**src/rtl/gray_pkg.sv**
```systemverilog
// Shared definitions for Gray-code sources and checkers: FSM encoding and
// a width-independent Gray-to-binary decode.
package gray_pkg;

   typedef enum logic [1:0] {
      IDLE  = 2'b00,
      TRACK = 2'b01,
      LOST  = 2'b10
   } state_t;

   localparam int GRAY_MAX_W = 64;

   // Zero-extended inputs decode correctly at any width: the prefix XOR runs
   // from the MSB down, so leading zeros leave the low bits untouched.
   function automatic logic [GRAY_MAX_W-1:0] gray2bin(input logic [GRAY_MAX_W-1:0] g);
      logic [GRAY_MAX_W-1:0] b;
      b[GRAY_MAX_W-1] = g[GRAY_MAX_W-1];
      for (int i = GRAY_MAX_W - 2; i >= 0; i--) begin
         b[i] = b[i+1] ^ g[i];
      end
      return b;
   endfunction

endpackage

```
**src/rtl/gray2bin_nbits.sv**
```systemverilog
// Combinational N-bit Gray-to-binary decoder.
module gray2bin_nbits
   import gray_pkg::*;
#(
   parameter int N = 5
) (
   input  logic [N-1:0] gray,
   output logic [N-1:0] bin
);

   assign bin = N'(gray2bin(GRAY_MAX_W'(gray)));

endmodule

```
**src/rtl/gray_checker_nbits.sv**
```systemverilog
// Receive-side Gray stream checker: decodes each accepted sample, classifies
// the step against the previous sample and tracks lock with a saturating error count.
module gray_checker_nbits
   import gray_pkg::*;
#(
   parameter int N          = 5,
   parameter int ERR_LIMIT  = 3,
   parameter int LOCK_COUNT = 4,
   parameter int CNT_W      = 8
) (
   input  logic             clk,
   input  logic             rst,
   input  logic             gray_valid,
   input  logic [N-1:0]     gray_in,
   output logic [N-1:0]     bin_out,
   output logic             bin_valid,
   output logic             step_ok,
   output logic             step_hold,
   output logic             step_err,
   output logic             locked,
   output logic [CNT_W-1:0] err_count
);

   localparam int BAD_W  = $clog2(ERR_LIMIT + 1);
   localparam int GOOD_W = $clog2(LOCK_COUNT + 1);

   function automatic logic [CNT_W-1:0] sat_inc(input logic [CNT_W-1:0] c);
      return (c == '1) ? c : c + CNT_W'(1);
   endfunction

   logic [N-1:0]      bin_p0;
   logic [N-1:0]      diff_p0;
   logic              is_ok_p0;
   logic              is_hold_p0;
   logic [N-1:0]      ref_p1;
   state_t            state_p1;
   logic [BAD_W-1:0]  bad_run_p1;
   logic [GOOD_W-1:0] good_run_p1;

   // Stage p0: decode and classify against the reference, modulo 2^N.
   gray2bin_nbits #(.N(N)) u_decode (
      .gray (gray_in),
      .bin  (bin_p0)
   );

   assign diff_p0    = bin_p0 - ref_p1;
   assign is_ok_p0   = (diff_p0 == N'(1));
   assign is_hold_p0 = (diff_p0 == '0);

   // Stage p1: registered results, lock FSM and counters.
   always_ff @(posedge clk) begin
      if (!rst) begin
         bin_out     <= '0;
         bin_valid   <= 1'b0;
         step_ok     <= 1'b0;
         step_hold   <= 1'b0;
         step_err    <= 1'b0;
         locked      <= 1'b0;
         err_count   <= '0;
         ref_p1      <= '0;
         state_p1    <= IDLE;
         bad_run_p1  <= '0;
         good_run_p1 <= '0;
      end else begin
         bin_valid <= gray_valid;
         if (gray_valid) begin
            bin_out <= bin_p0;
            ref_p1  <= bin_p0;
            if (state_p1 == IDLE) begin
               step_ok   <= 1'b0;
               step_hold <= 1'b0;
               step_err  <= 1'b0;
            end else begin
               step_ok   <= is_ok_p0;
               step_hold <= is_hold_p0;
               step_err  <= !is_ok_p0 && !is_hold_p0;
               if (!is_ok_p0 && !is_hold_p0) err_count <= sat_inc(err_count);
            end
            case (state_p1)
               IDLE: begin
                  state_p1    <= TRACK;
                  locked      <= 1'b1;
                  bad_run_p1  <= '0;
                  good_run_p1 <= '0;
               end
               TRACK: begin
                  if (is_ok_p0 || is_hold_p0) begin
                     bad_run_p1 <= '0;
                  end else if (bad_run_p1 == BAD_W'(ERR_LIMIT - 1)) begin
                     state_p1    <= LOST;
                     locked      <= 1'b0;
                     bad_run_p1  <= '0;
                     good_run_p1 <= '0;
                  end else begin
                     bad_run_p1 <= bad_run_p1 + BAD_W'(1);
                  end
               end
               LOST: begin
                  if (!is_ok_p0) begin
                     good_run_p1 <= '0;
                  end else if (good_run_p1 == GOOD_W'(LOCK_COUNT - 1)) begin
                     state_p1    <= TRACK;
                     locked      <= 1'b1;
                     good_run_p1 <= '0;
                     bad_run_p1  <= '0;
                  end else begin
                     good_run_p1 <= good_run_p1 + GOOD_W'(1);
                  end
               end
               default: begin
                  state_p1 <= IDLE;
                  locked   <= 1'b0;
               end
            endcase
         end
      end
   end

endmodule
```
**config.mk**
```make
export PLATFORM = sky130hd
export DESIGN_NAME = gray_checker_nbits
export DESIGN_NICKNAME = d
export VERILOG_FILES = /design/src/rtl/gray_pkg.sv /design/src/rtl/gray2bin_nbits.sv /design/src/rtl/gray_checker_nbits.sv
export SDC_FILE = /design/constraint.sdc
export NUM_CORES = 1
export LEC_CHECK = 0
export BUFFER_PORTS_ARGS = -buffer_cell sky130_fd_sc_hd__buf_2
export CAP_MARGIN = 20
export CORE_MARGIN = 3
export CORE_UTILIZATION = 50
export DETAILED_ROUTE_END_ITERATION = 6
export GPL_TIMING_DRIVEN = 0
export PLACE_DENSITY_LB_ADDON = 0.1
export SETUP_SLACK_MARGIN = 0.1
export SKIP_CTS_REPAIR_TIMING = 1
export SLEW_MARGIN = 20
export SYNTH_ARGS = -nofsm -noshare
export SYNTH_HDL_FRONTEND = slang
export SYNTH_HIERARCHICAL = 1
export SYNTH_SLANG_ARGS = --single-unit
export TNS_END_PERCENT = 1
```
**constraint.sdc**
```tcl
create_clock -name clk -period 3.2 [get_ports clk]
set_input_delay 0.32 -clock clk [delete_from_list [all_inputs] [get_ports clk]]
set_output_delay 0.32 -clock clk [all_outputs]
set_load 0.005 [all_outputs]
```
==> impl_metrics.py, run 1 <==
metrics = {
    "global_routing": {
        "grt_usage_pct": 18.6,
        "grt_max_degree": 16,
        "grt_pass1_vias": 1225,
        "grt_antenna_before_repair": 0,
        "grt_pass1_wl_um": 5280,
        "grt_overflow": 0,
    },
    "detailed_routing": {
        "wire_per_inst_um": 13.8,
        "via_per_inst": 5.71,
        "postRouteAntennaNets": 0,
        "dr.first_iter.drc_count": 41,
        "drc": 0,
        "routed_wl_um": 3120,
        "dr.pass1.iters": 4,
        "via_count": 1290,
    },
    "floorplanning": {
        "rows": 19,
        "die_area_um2": 3670,
        "die_h_um": 60.6,
        "dieWidth_um": 60.6,
        "ios": 26,
        "start_util_pct": 53.1,
        "coreArea_um2": 2810,
    },
    "placement": {
        "dp_hpwl_um": 2340,
        "gp_congestion": 0.803,
        "io_buffers": 24,
        "dp_cells": 222,
    },
    "critical_path": {
        "path_common_cell": "a211oi_1",
        "cp_max_fo": 6,
        "critPathMaxStageDelay_ps": 500,
        "endpoint_kind": "flip-flop",
        "path_delay_family": "compound AO/OA/AOI/OAI gates",
        "startpoint_type": "input port",
        "path_buf_inv": 2,
        "cpMaxStageDelayCell": "fa_1",
        "path_cells": "buf_2 > xor2_2 > xnor3_1 > inv_1 > ha_1 > fa_1 > nand2_1 > a211oi_1 > a31oi_4 > o21ai_2 > mux2_1 > a211oi_1",
        "required_ps": 3450,
        "crit_type": "input port to flip-flop",
        "crit_arrival_ps": 3150,
    },
    "synthesis": {
        "async_reset_ff_share_pct": 0,
        "synth_fp_nets": 182,
        "synthDistinctLibCells": 50,
        "yosys_warnings": 6,
        "synth-edff-count": 0,
        "syn_inst": 167,
        "ys_seq_area_share_pct": 33.6,
        "synth.cell_area_um2": 1490,
        "synth_seq_cells": 25,
        "ys.flop_type": "dfxtp_1",
        "syn_area_per_cell_um2": 8.92,
    },
    "final_layout": {
        "fillers": 250,
        "post-route-util_pct": 60.1,
        "drive_above_1_share_pct": 20.0,
        "antenna_cells": 0,
        "fin_nets": 211,
        "final_common_cell": "buf_2",
        "instances_no_fill": 226,
        "synthToLayoutAreaGrowth_pct": 13.3,
        "final_cell_mix": "buf_2, dfxtp_1, nand2_1",
    },
    "power": {
        "internal_power_uw": 460,
        "ir_worst_vdd_mv": 0.199,
        "power_frac_seq_pct": 48.7,
        "power_frac_comb_pct": 30.0,
        "total_power_uw": 689,
        "switching_share_pct": 33.2,
        "power_density_nw_per_um2": 408,
        "leakagePower_uw": 0.000692,
        "power.switching_uw": 229,
        "pwr-share-clk_pct": 21.3,
    },
    "timing": {
        "hold_viol_final": 0,
        "max_freq_ghz": 0.344,
        "finalClockSkew_ps": 3.49,
        "fin_tns_setup_ps": 0,
        "fin_crit_sh_pct": 90.8,
        "fin_crit_ps": 2900,
        "setup_viol": 0,
        "worstMarginPinSlew_ps": 568,
        "relSlewSlack_pct": 62.1,
        "drv_slew": 0,
        "rsz0062_at_grt": "no",
    },
    "clock_network": {
        "clockBufferDepth": 2,
        "numCtsBuffers": 3,
        "clock-sinks": 25,
        "cts_root_buf": "clkbuf_4",
        "htreeDepth": 1,
        "clkLatencyLatePin_ps": 320,
        "cts_tree": "built",
        "clk_pin_slew_ps": 140,
    },
    "worst_hold_path": {
        "hold_class": "input port to flip-flop",
    },
    "flow_run": {
        "cap_violations": 0,
    },
    "status": {
        "outcome": "finished clean",
    },
}
-- power by group through the flow --
| stage | registers (uW) | clock network, uW | logic, uW |
|---|---|---|---|
| after detailed placement | 342 | 0 | 200 |
| after CTS | 336 | 155 | 201 |
| after floorplan | 342 | 0 | 151 |
| after global placement | 341 | 0 | 196 |
| after global routing | 338 | 168 | 233 |
| final | 335 | 147 | 207 |
-- metal layers --
| layer | up-vias | global-route usage (%) | part of all wire (%) |
|---|---|---|---|
| li1 | 657 | - | - |
| met3 | 4 | 2.77 | 4.7 |
| met4 | 0 | 6.50 | 0.93 |
| met1 | 596 | 24.1 | 48 |
| met2 | 33 | 31.6 | 47 |
| met5 | - | 0 | 0 |
-- cell families after synthesis --
kind of cell	share of synthesized area [%]
buffers and inverters	5.46
xor gates and xnor gates	6.64
and+or+nand+nor	22.4
DFF	33.6
adders and majority gates	6.39
muxes	6.13
AOI/OAI and AO/OA	19.4
-- synthesized netlist by cell type (3+ instances only) --
library cell,count,area (um^2)
nand2_1,16,60.1
mux2i_1,8,80.1
nand2b_1,8,50.1
and2_1,4,25.0
o41ai_1,4,35.0
nand4_1,5,31.3
o22ai_1,4,25.0
dfxtp_1,25,500
clkbuf_1,6,22.5
o2111ai_1,3,26.3
nor2b_1,8,50.1
nand3_1,4,20.0
xnor2_1,3,26.3
nor2_1,5,18.8
inv_1,11,41.3
ha_1,6,75.1
o31ai_1,3,22.5
a21boi_1,3,22.5
-- sequential cells by signal, summed over array words and instances, names as in the netlist --
register     flops
good_run_p1      3
bin_valid        1
bad_run_p1       2
step_ok          1
locked           1
ref_p1           5
state_p1         2
step_hold        1
err_count        8
step_err         1
-- layout make-up --
type / instances / area, um^2 / share of cell area (%)
Tap cell: 31 / 38.8 / 2.30
Timing Repair Buffer: 24 / 120 / 7.12
Clock buffer: 3 / 22.5 / 1.34
Sequential cell: 25 / 500 / 29.7
Inverter: 11 / 41.3 / 2.45
Multi-Input combinational cell: 122 / 916 / 54.3
Clock inverter: 1 / 7.51 / 0.445
Buffer: 9 / 40.0 / 2.37
-- worst min-delay path: stages --
cell and delay, ps:
buf_2 130, nand2b_1 70, mux2i_1 60
-- final timing paths --
path | startpoint | end | slack, ps | depth (start not counted)
max reg2reg | ref_p1[0] | locked | 710 | 8
max | gray_in[3] | locked | 300 | 12
min | rst | err_count[5] | 280 | 3
min reg2reg | err_count[5] | err_count[5] | 500 | 2
-- stage by stage --
stage / worst slack, ps / instance area, um^2 / hold WS, ps
6_report: 296 / 1690 / 283
5_1_grt: 107 / 1690 / 285
4_1_cts: 281 / 1680 / 279
3_5_place_dp: -77.0 / 1650 / 478
3_3_place_gp: -60.9 / 1650 / 449
2_1_floorplan: 305 / 1490 / 432
Power figures use the tool's default switching activity.
==> run 2: changes to the inputs <==
--- a/config.mk
+++ b/config.mk
@@ -8,7 +8,7 @@
 export BUFFER_PORTS_ARGS = -buffer_cell sky130_fd_sc_hd__buf_2
 export CAP_MARGIN = 20
 export CORE_MARGIN = 3
-export CORE_UTILIZATION = 50
+export CORE_UTILIZATION = 35
 export DETAILED_ROUTE_END_ITERATION = 6
 export GPL_TIMING_DRIVEN = 0
 export PLACE_DENSITY_LB_ADDON = 0.1
==> constraint.sdc (replaced) <==
create_clock -name clk -period 2.7 [get_ports clk]
set_input_delay 0.27 -clock clk [delete_from_list [all_inputs] [get_ports clk]]
set_output_delay 0.27 -clock clk [all_outputs]
set_load 0.005 [all_outputs]
==> run 2 against run 1 <==
Against the previous run:
- the run now ends with negative setup slack left
- sequential power up 19%
- power rose by 39%
- wire length is 14% higher
- final cell count rose by 9.3%
- final area rose by 15%
- critical path depth is 1 lower
- combinational power is 62% higher
- clock-buffer cell count increased by 1
- worst hold slack better by 21 ps
==> impl_metrics.py, run 2 (same netlist as run 1, synthesis figures left out) <==
metrics = {
    "placement": {
        "dp_cells": 241,
        "dp_hpwl_um": 2640,
        "gp_congestion": 0.835,
        "io_buffers": 24,
        "placed_area_um2": 1730,
    },
    "final_layout": {
        "seqCellArea_um2": 500,
        "synthToLayoutAreaGrowth_pct": 29.7,
        "fin_nets": 213,
        "design_area_um2": 1930,
        "fillers": 371,
        "top_regs": "err_count: 8 flops, ref_p1: 5 flops, good_run_p1: 3 flops",
        "regMostFlops": "err_count",
        "largest_reg_flops": 8,
        "final_common_cell": "dfxtp_1",
        "final_cell_mix": "dfxtp_1, buf_2, nand2_1",
        "multi_input_area_um2": 1090,
        "antenna_cells": 0,
        "instances_no_fill": 247,
        "drive_above_1_share_pct": 27.4,
    },
    "timing": {
        "fin_crit_sh_pct": 102,
        "rsz0062_at_grt": "yes",
        "hold_viol_final": 0,
        "finalClockSkew_ps": 4.78,
        "worstMarginPinSlew_ps": 632,
        "relSlewSlack_pct": 57.9,
        "setup_viol": 1,
        "setup_slack_ps": -48.4,
        "fin_crit_ps": 2750,
        "timing.hold.ws_ps": 304,
        "max_freq_ghz": 0.364,
        "drv_slew": 0,
    },
    "critical_path": {
        "r2r_start": "ref_p1[2]",
        "required_ps": 2860,
        "critPathMaxStageDelay_ps": 510,
        "path_cells": "buf_8 > xor2_4 > xnor3_1 > inv_2 > ha_4 > fa_2 > nor3b_4 > a31oi_4 > o21ai_2 > or4b_1 > o211a_1",
        "endpoint_kind": "flip-flop",
        "cp_max_fo": 6,
        "startpoint_type": "input port",
        "crit_arrival_ps": 2910,
        "path_buf_inv": 2,
        "reg2regPathDepth": 8,
        "reg2reg_to": "err_count[7]",
        "path_delay_family": "simple AND/OR/NAND/NOR gates",
        "crit_type": "input port to flip-flop",
        "cpMaxStageDelayCell": "or4b_1",
        "reg2reg_slack_ps": 220,
        "startpoint": "gray_in[4]",
    },
    "power": {
        "leakagePower_uw": 0.000817,
        "ir_worst_vdd_mv": 0.215,
        "pwr-share-clk_pct": 23.2,
        "switching_share_pct": 32.9,
        "power_frac_comb_pct": 35.2,
        "power.switching_uw": 315,
        "power_density_nw_per_um2": 495,
        "power_frac_seq_pct": 41.7,
        "internal_power_uw": 642,
        "total_power_uw": 957,
    },
    "worst_hold_path": {
        "hold_class": "input port to flip-flop",
        "holdPathStages": 3,
        "hold_end": "err_count[4]",
        "hp-start": "rst",
    },
    "global_routing": {
        "grt_antenna_before_repair": 0,
        "grt_pass1_wl_um": 6300,
        "met3_usage_pct": 1.96,
        "grt_usage_pct": 15.1,
        "use_met2_pct": 24.9,
        "grt_util_met1_pct": 20.2,
        "grt_overflow": 0,
        "grt_pass1_vias": 1345,
        "grt_max_degree": 14,
        "top_usage_layer": "met2",
    },
    "flow_run": {
        "cap_violations": 0,
    },
    "floorplanning": {
        "start_util_pct": 36.7,
        "ios": 26,
        "rows": 23,
        "coreArea_um2": 4060,
        "dieWidth_um": 71.2,
        "die_h_um": 71.2,
        "die_area_um2": 5070,
    },
    "detailed_routing": {
        "via_count": 1318,
        "drc": 0,
        "wire_per_inst_um": 14.4,
        "postRouteAntennaNets": 0,
        "routed_wl_um": 3560,
        "dr.first_iter.drc_count": 30,
        "dr.pass1.iters": 4,
        "via_per_inst": 5.34,
    },
    "status": {
        "outcome": "finished, violations left",
        "failed_checks": "negative setup slack",
    },
    "clock_network": {
        "clkLatencyLatePin_ps": 270,
        "cts_tree": "built",
        "numCtsBuffers": 3,
        "htreeDepth": 1,
        "clk_pin_slew_ps": 80,
        "cts_root_buf": "clkbuf_8",
        "clockBufferDepth": 2,
        "clock-sinks": 25,
    },
}
## run 2: worst reg2reg max path: stages, from the launching register on
cell,delay (ps)
dfxtp_1,370
inv_1,60
ha_1,400
a21oi_1,350
a211oi_2,150
a31oi_4,290
o21ai_2,120
or4b_1,510
o211a_1,140
## run 2: metal layers
| layer | wire [um] | part of all wire [%] |
|---|---|---|
| met5 | 0 | 0 |
| met4 | 63 | 1.8 |
| met3 | 120 | 3.4 |
| met2 | 1690 | 48 |
| met1 | 1690 | 47 |
## run 2: worst max-delay path by stage
| stage | to | slack [ps] | cells after the start |
|---|---|---|---|
| 6_report | err_count[7] | -50 | 11 |
| 5_1_grt | err_count[7] | -140 | 11 |
| 4_1_cts | locked | -20 | 12 |
| 3_5_place_dp | locked | -290 | 12 |
| 3_3_place_gp | locked | -250 | 12 |
| 2_1_floorplan | locked | 90 | 11 |
## run 2: metrics by stage
stage          setup slack [ps]  TNS, ps  util (%)
2_1_floorplan              92.0        0         -
3_3_place_gp               -248    -2190      42.7
3_5_place_dp               -290    -3200      42.7
4_1_cts                   -17.7    -29.8      43.8
5_1_grt                    -140     -611      47.6
6_report                  -48.4    -48.4      47.6
## run 2: layout make-up
class,count,area share (%)
multi-input cells,122,56.2
plain buffers,9,2.33
inverters,11,2.14
repair buffers,26,7.84
flip-flops and latches,25,25.9
well taps,50,3.24
clock buffers,4,2.33
## run 2: power by group through the flow
stage | clock, uW | combinational [uW] | sequential, uW
final | 222 | 336 | 399
after global routing | 248 | 366 | 401
after CTS | 231 | 281 | 397
after detailed placement | 0 | 279 | 406
after global placement | 0 | 269 | 405
after floorplan | 0 | 212 | 405
